$ cat src/rtl/xy_vector_player.sv
// XY vector point player: parses a UART byte stream into a point buffer and replays it to the X/Y DACs every DIV clocks.
// Outputs update 1 clk after a prescaler tick; define LOAD_TIMEOUT_EN to abort stalled loads after TIMEOUT_CYC idle cycles.
module xy_vector_player #(
  parameter int DAC_W       = 8,
  parameter int DEPTH       = 64,
  parameter int DIV         = 64,
  parameter int TIMEOUT_CYC = 1_000_000
) (
  input  logic             clk,
  input  logic             rst_n,
  input  logic [7:0]       rx_data,
  input  logic             rx_valid,
  input  logic             play_en,
  output logic [DAC_W-1:0] xdac,
  output logic [DAC_W-1:0] ydac,
  output logic             blank,
  output logic             frame_start,
  output logic             loading,
  output logic             err
);

  localparam int BPC = (DAC_W <= 8) ? 1 : 2;
  localparam int PW  = (DEPTH > 1) ? $clog2(DEPTH) : 1;
  localparam int CW  = $clog2(DEPTH + 1);
  localparam int DVW = $clog2(DIV);

  typedef enum logic [1:0] {IDLE, LEN, DATA, MODE} pstate_t;

  pstate_t          state, state_nxt;
  logic [7:0]       n_len;
  logic [7:0]       hi_byte;
  logic [PW-1:0]    wr_idx;
  logic             sel_y, sel_lsb;
  logic [DAC_W-1:0] mem_x [DEPTH];
  logic [DAC_W-1:0] mem_y [DEPTH];
  logic [CW-1:0]    count;
  logic [PW-1:0]    ptr, ptr_nxt;
  logic             dir_up, dir_nxt;
  logic [1:0]       mode;
  logic             done;
  logic [DVW-1:0]   presc;
  logic             blank_q;

  logic len_ok, coord_end, last_byte, timeout;
  logic len_accept, len_err, load_done, mode_wr, data_wr;
  logic m_ping, m_one, cnt_nz, active, hold_last, tick, ptr_last;
  logic [DAC_W-1:0] coord;

  assign len_ok    = (rx_data != 8'd0) && (32'(rx_data) <= DEPTH);
  assign coord_end = (BPC == 1) || sel_lsb;
  assign last_byte = sel_y && coord_end && (32'(wr_idx) == 32'(n_len) - 1);
  // Coordinates arrive MSB byte first; only the low DAC_W bits survive.
  assign coord     = DAC_W'({hi_byte, rx_data});
  assign loading   = (state == DATA);

`ifdef LOAD_TIMEOUT_EN
  logic [31:0] to_cnt;
  assign timeout = ((state == LEN) || (state == DATA)) && !rx_valid &&
                   (to_cnt == 32'(TIMEOUT_CYC - 1));
  always_ff @(posedge clk or negedge rst_n) begin
    if (!rst_n)
      to_cnt <= '0;
    else if (rx_valid || !((state == LEN) || (state == DATA)))
      to_cnt <= '0;
    else
      to_cnt <= to_cnt + 32'd1;
  end
`else
  assign timeout = 1'b0;
`endif

  always_comb begin
    state_nxt  = state;
    len_accept = 1'b0;
    len_err    = 1'b0;
    load_done  = 1'b0;
    mode_wr    = 1'b0;
    data_wr    = 1'b0;
    case (state)
      IDLE: if (rx_valid) begin
        if (rx_data == 8'h80)      state_nxt = LEN;
        else if (rx_data == 8'h81) state_nxt = MODE;
      end
      LEN: if (rx_valid) begin
        if (len_ok) begin
          len_accept = 1'b1;
          state_nxt  = DATA;
        end else begin
          len_err   = 1'b1;
          state_nxt = IDLE;
        end
      end
      DATA: if (rx_valid) begin
        data_wr = 1'b1;
        if (last_byte) begin
          load_done = 1'b1;
          state_nxt = IDLE;
        end
      end
      MODE: if (rx_valid) begin
        mode_wr   = 1'b1;
        state_nxt = IDLE;
      end
      default: state_nxt = IDLE;
    endcase
    if (timeout) state_nxt = IDLE;
  end

  always_ff @(posedge clk or negedge rst_n) begin
    if (!rst_n) begin
      state   <= IDLE;
      n_len   <= '0;
      hi_byte <= '0;
      wr_idx  <= '0;
      sel_y   <= 1'b0;
      sel_lsb <= 1'b0;
      count   <= '0;
      err     <= 1'b0;
    end else begin
      state <= state_nxt;
      if (len_accept) begin
        n_len   <= rx_data;
        wr_idx  <= '0;
        sel_y   <= 1'b0;
        sel_lsb <= 1'b0;
        count   <= '0;
      end
      if (data_wr) begin
        if (!coord_end) begin
          hi_byte <= rx_data;
          sel_lsb <= 1'b1;
        end else begin
          sel_lsb <= 1'b0;
          sel_y   <= !sel_y;
          if (sel_y) wr_idx <= wr_idx + PW'(1);
        end
      end
      if (load_done) count <= CW'(n_len);
      if (load_done)                err <= 1'b0;
      else if (len_err || timeout)  err <= 1'b1;
    end
  end

  always_ff @(posedge clk) begin
    if (data_wr && coord_end && !sel_y) mem_x[wr_idx] <= coord;
    if (data_wr && coord_end && sel_y)  mem_y[wr_idx] <= coord;
  end

  assign m_ping    = (mode == 2'd1);
  assign m_one     = (mode == 2'd2);
  assign cnt_nz    = (count != '0);
  assign active    = play_en && cnt_nz && !loading && !(m_one && done);
  assign hold_last = play_en && cnt_nz && !loading && m_one && done;
  // A length byte accepted on a tick cycle zeroes count, so that tick is dropped.
  assign tick      = active && (presc == DVW'(DIV - 1)) && !len_accept;
  assign ptr_last  = (CW'(ptr) == count - CW'(1));
  assign blank     = blank_q || !cnt_nz || loading || !play_en;

  always_comb begin
    ptr_nxt = ptr + PW'(1);
    dir_nxt = dir_up;
    if (m_ping) begin
      if (dir_up) begin
        if (ptr_last) begin
          ptr_nxt = (count == CW'(1)) ? '0 : ptr - PW'(1);
          dir_nxt = (count == CW'(1));
        end
      end else if (ptr == '0) begin
        ptr_nxt = PW'(1);
        dir_nxt = 1'b1;
      end else begin
        ptr_nxt = ptr - PW'(1);
      end
    end else if (ptr_last) begin
      ptr_nxt = '0;
    end
  end

  always_ff @(posedge clk or negedge rst_n) begin
    if (!rst_n) begin
      xdac        <= '0;
      ydac        <= '0;
      blank_q     <= 1'b1;
      frame_start <= 1'b0;
      ptr         <= '0;
      dir_up      <= 1'b1;
      mode        <= 2'd0;
      done        <= 1'b0;
      presc       <= '0;
    end else begin
      frame_start <= 1'b0;
      // Idle playback rewinds so the next enable starts at point 0.
      if (!active) begin
        presc  <= '0;
        ptr    <= '0;
        dir_up <= 1'b1;
        if (!hold_last) blank_q <= 1'b1;
      end else begin
        presc <= (presc == DVW'(DIV - 1)) ? '0 : presc + DVW'(1);
      end
      if (tick) begin
        xdac        <= mem_x[ptr];
        ydac        <= mem_y[ptr];
        blank_q     <= 1'b0;
        frame_start <= (ptr == '0);
        ptr         <= ptr_nxt;
        dir_up      <= dir_nxt;
        if (m_one && ptr_last) done <= 1'b1;
      end
      if (mode_wr) begin
        mode   <= rx_data[1:0];
        dir_up <= 1'b1;
        done   <= 1'b0;
      end
      if (load_done) begin
        ptr    <= '0;
        dir_up <= 1'b1;
        presc  <= '0;
        done   <= 1'b0;
      end
    end
  end

endmodule
$ cat config.mk
export PLATFORM = sky130hd
export DESIGN_NAME = xy_vector_player
export DESIGN_NICKNAME = d
export VERILOG_FILES = /design/src/rtl/xy_vector_player.sv
export SDC_FILE = /design/constraint.sdc
export NUM_CORES = 1
export LEC_CHECK = 0
export ABC_AREA = 0
export BUFFER_PORTS_ARGS = -buffer_cell sky130_fd_sc_hd__buf_4
export CORE_MARGIN = 3
export CORE_UTILIZATION = 45
export DETAILED_ROUTE_END_ITERATION = 12
export PLACE_DENSITY = 0.63
export SLEW_MARGIN = 20
export SYNTH_ARGS = -nofsm -noshare
export SYNTH_HDL_FRONTEND = slang
export SYNTH_SLANG_ARGS = --single-unit
$ cat constraint.sdc
create_clock -name clk -period 6.7 [get_ports clk]
set_clock_uncertainty 0.15 [all_clocks]
set_input_delay 2.01 -clock clk [delete_from_list [all_inputs] [get_ports clk]]
set_output_delay 2.01 -clock clk [all_outputs]
set_load 0.01 [all_outputs]
==> impl_results.md <==
* Outcome: finished clean
* Synth Area in XOR/XNOR at 0.526%
* P per Cell Area at 291 nW/um^2
* Simple-gate share of the synthesized area at 4.33%
* Hold_ws at 0.320 ns
* Largest family of logic cells by synthesized area: multiplexers
* CP Launch Point: play_en
* Core area at 95200 sq um
* Syn_nets at 2318
* Syn avg cell area at 18.8 sq um
* All-layer global routing usage at 21.8%
* Most frequent cells after synthesis: edfxtp_1, mux4_2, nor2_1
* Initial DRC Count at 2673
* Vias post-DR at 22500
* Max Cap Viol at 0
* Cell area after synthesis at 43300 sq um
* Fin cells at 3706
* Max VDD drop at 208 uV
* Reg2Reg Launch Point: ptr[1]
* RSZ-0062 raised after global routing: false
* Fmax at 206 MHz
* Crit path launch type: input pin
* Yosys reg bits at 1083
* R2R depth at 8
* Post-cts resize count at 0
* Period utilisation layout at 72.3%
* Fill cells at 7475
* Die width at 316 um
* Post-DP HPWL at 66.9 mm
* Largest net degree at the start of global routing at 99
* Post-synth EDFFs at 1024
* CTS tree: yes
* Final nets at 2371
* Area grow syn2layout at 11.3%
* Final critical-path required period at 4.84 ns
* Share of the synthesized area in the top cell type at 71.0%
* Worst slew margin at 25.3%
* Die Y at 316 um
* Vias in the first global route at 22600
* Synth Area in Compound Gates at 3.93%
* Post-synthesis sequential area ratio at 74.4%
* Starting Density at 45.5%
* Vias per Instance at 6.07
* Hold Vio Cnt, Final at 0
* Post-Syn Instances at 2298
* Rows at 113
* # Post-CTS Setup Buffers at 0
* CP max FO at 3
* Final GP Congestion at 0.879
* TritonRoute pass-1 iters at 7
* Clk Latency, worst-skew pair at 0.66 ns
* Synth async-reset ratio at 5.45%
* Total die area at 100000 sq um
* Initial antenna violation count at 2
* Area contributors post-synth: edfxtp_1, mux4_2, dfrtp_1
* Critical Path RT at 4.54 ns
* Distinct cells, synth at 74
* Post-synthesis adder-cell area fraction at 0.231%
* Critical path endpoint category: output pin
* Register area at 32200 sq um
* Htree depth at 3
* Slew Viols, Final at 0
* Count leader, synth: edfxtp_1
* Critical path arrival at 2.68 ns
* Multi-input logic area at 10300 sq um
* # hold bufs at CTS at 0
* Placed cells at 3505
* Antenna Violating Nets Remaining at 0
* Root buf cell: clkbuf_16
* Cell Area, Placed at 44700 sq um
* TritonCTS Sinks at 1083
* Final Util at 50.7%
* Slew @ Worst Pin at 1.12 ns
* WS Path Type: input pin to output pin
* Crit path capture: blank
* First-pass GRT wire length at 158 mm
* Remaining DRCs at 0
* Reg-to-reg slack, setup at 2.60 ns
* Clock transition at path regs at 0.06 ns
* IO Count at 32
* Design area at 48200 sq um
* Tightest Hold Check Type: flip-flop to flip-flop
* Count of final setup violators at 0
* Pre-CTS WS at 1.53 ns
* Count of warnings emitted by yosys at 0
* Worst r2r dst: ydac[3]
* Setup ws final at 1.86 ns
* Post-synthesis mux area share at 14.7%
* Pwr Total at 14.0 mW
* Layout cell share with drive strength beyond 1 at 20.3%
* GRT Residual Overflow at 0
* Top FF cell, synth: edfxtp_1
* Leakage Power at 14.8 nW
* Total Wirelength at 108 mm
* Avg WL per Cell at 29.1 um
* PortBufs at 31
* Max clock buf depth at 3
* Largest area contributor in the netlist: edfxtp_1
* Clock buffer count from CTS at 107
* Setup_tns at 0 ns
-- kinds of logic after synthesis --
kind of cell / after synthesis
flip-flops: 1083
buffers and inverters: 147
multiplexers: 363
XOR/XNOR: 26
adder cells (fa/ha/maj): 8
AND/OR/NAND/NOR: 417
AO/OA/AOI/OAI: 254
-- critical path, cell delays in order --
cell and delay [ns]:
buf_4 0.08, o311ai_1 0.12, or2_2 0.32, buf_4 0.15
-- placed cells by master (no fill, tap or decap), types with 9 or more instances in the layout --
cell / n
clkbuf_16: 110
o21ai_1: 17
dfrtp_1: 52
a21oi_1: 48
clkinv_1: 30
mux4_2: 214
o221ai_1: 10
nor3_1: 17
bufinv_16: 10
and2_1: 10
mux2_2: 35
edfxtp_1: 1024
buf_4: 67
xnor2_1: 14
xor2_1: 12
o22ai_1: 9
clkinv_2: 20
a22oi_1: 28
a221oi_1: 20
clkbuf_1: 18
nor2b_1: 9
o21ai_0: 43
inv_1: 17
nand2_1: 109
mux2i_1: 114
nor2_1: 193
nand3_1: 24
a31oi_1: 19
-- area by class of cell --
type	count	share of cell area, %
sequential	1083	66.9
clock buffer	128	5.85
inverter	19	0.148
multi-input combinational	1068	21.3
antenna	1	0.00519
timing repair buffer	72	1.23
tap	1265	3.28
clock inverter	70	1.29
-- worst min path at each step --
stage | startpoint | end | slack [ns] | cells past startpoint
2_1_floorplan | presc[0] | presc[0] | 0.28 | 1
3_3_place_gp | presc[0] | presc[0] | 0.30 | 1
3_5_place_dp | presc[0] | presc[0] | 0.32 | 1
4_1_cts | presc[0] | presc[0] | 0.32 | 1
5_1_grt | presc[0] | presc[0] | 0.36 | 1
6_report | presc[0] | presc[0] | 0.32 | 1
-- sequential cells by signal, summed over array words and instances, names as in the netlist --
register,flops
ptr,6
done,1
presc,6
mode,2
dir_up,1
state,2
n_len,8
count,7
mem_y,512
blank_q,1
frame_start,1
xdac,8
err,1
mem_x,512
ydac,8
sel_y,1
wr_idx,6
-- routing by layer --
metal | vias to the layer above | part of all wire (%) | track usage (%)
li1 | 9435 | - | -
met3 | 156 | 9.7 | 4.96
met5 | - | 0.012 | 0
met1 | 11800 | 41 | 31.6
met2 | 1136 | 47 | 33.8
met4 | 2 | 2.3 | 5.46
-- where the power goes --
part / switching, mW / total [mW] / leakage [nW] / internal (mW)
logic: 0.422 / 0.563 / 3.18 / 0.141
clock network: 2.49 / 5.87 / 1.68 / 3.38
registers: 0.0827 / 7.58 / 9.98 / 7.50
Note: power is estimated with default switching activity, not from simulation.
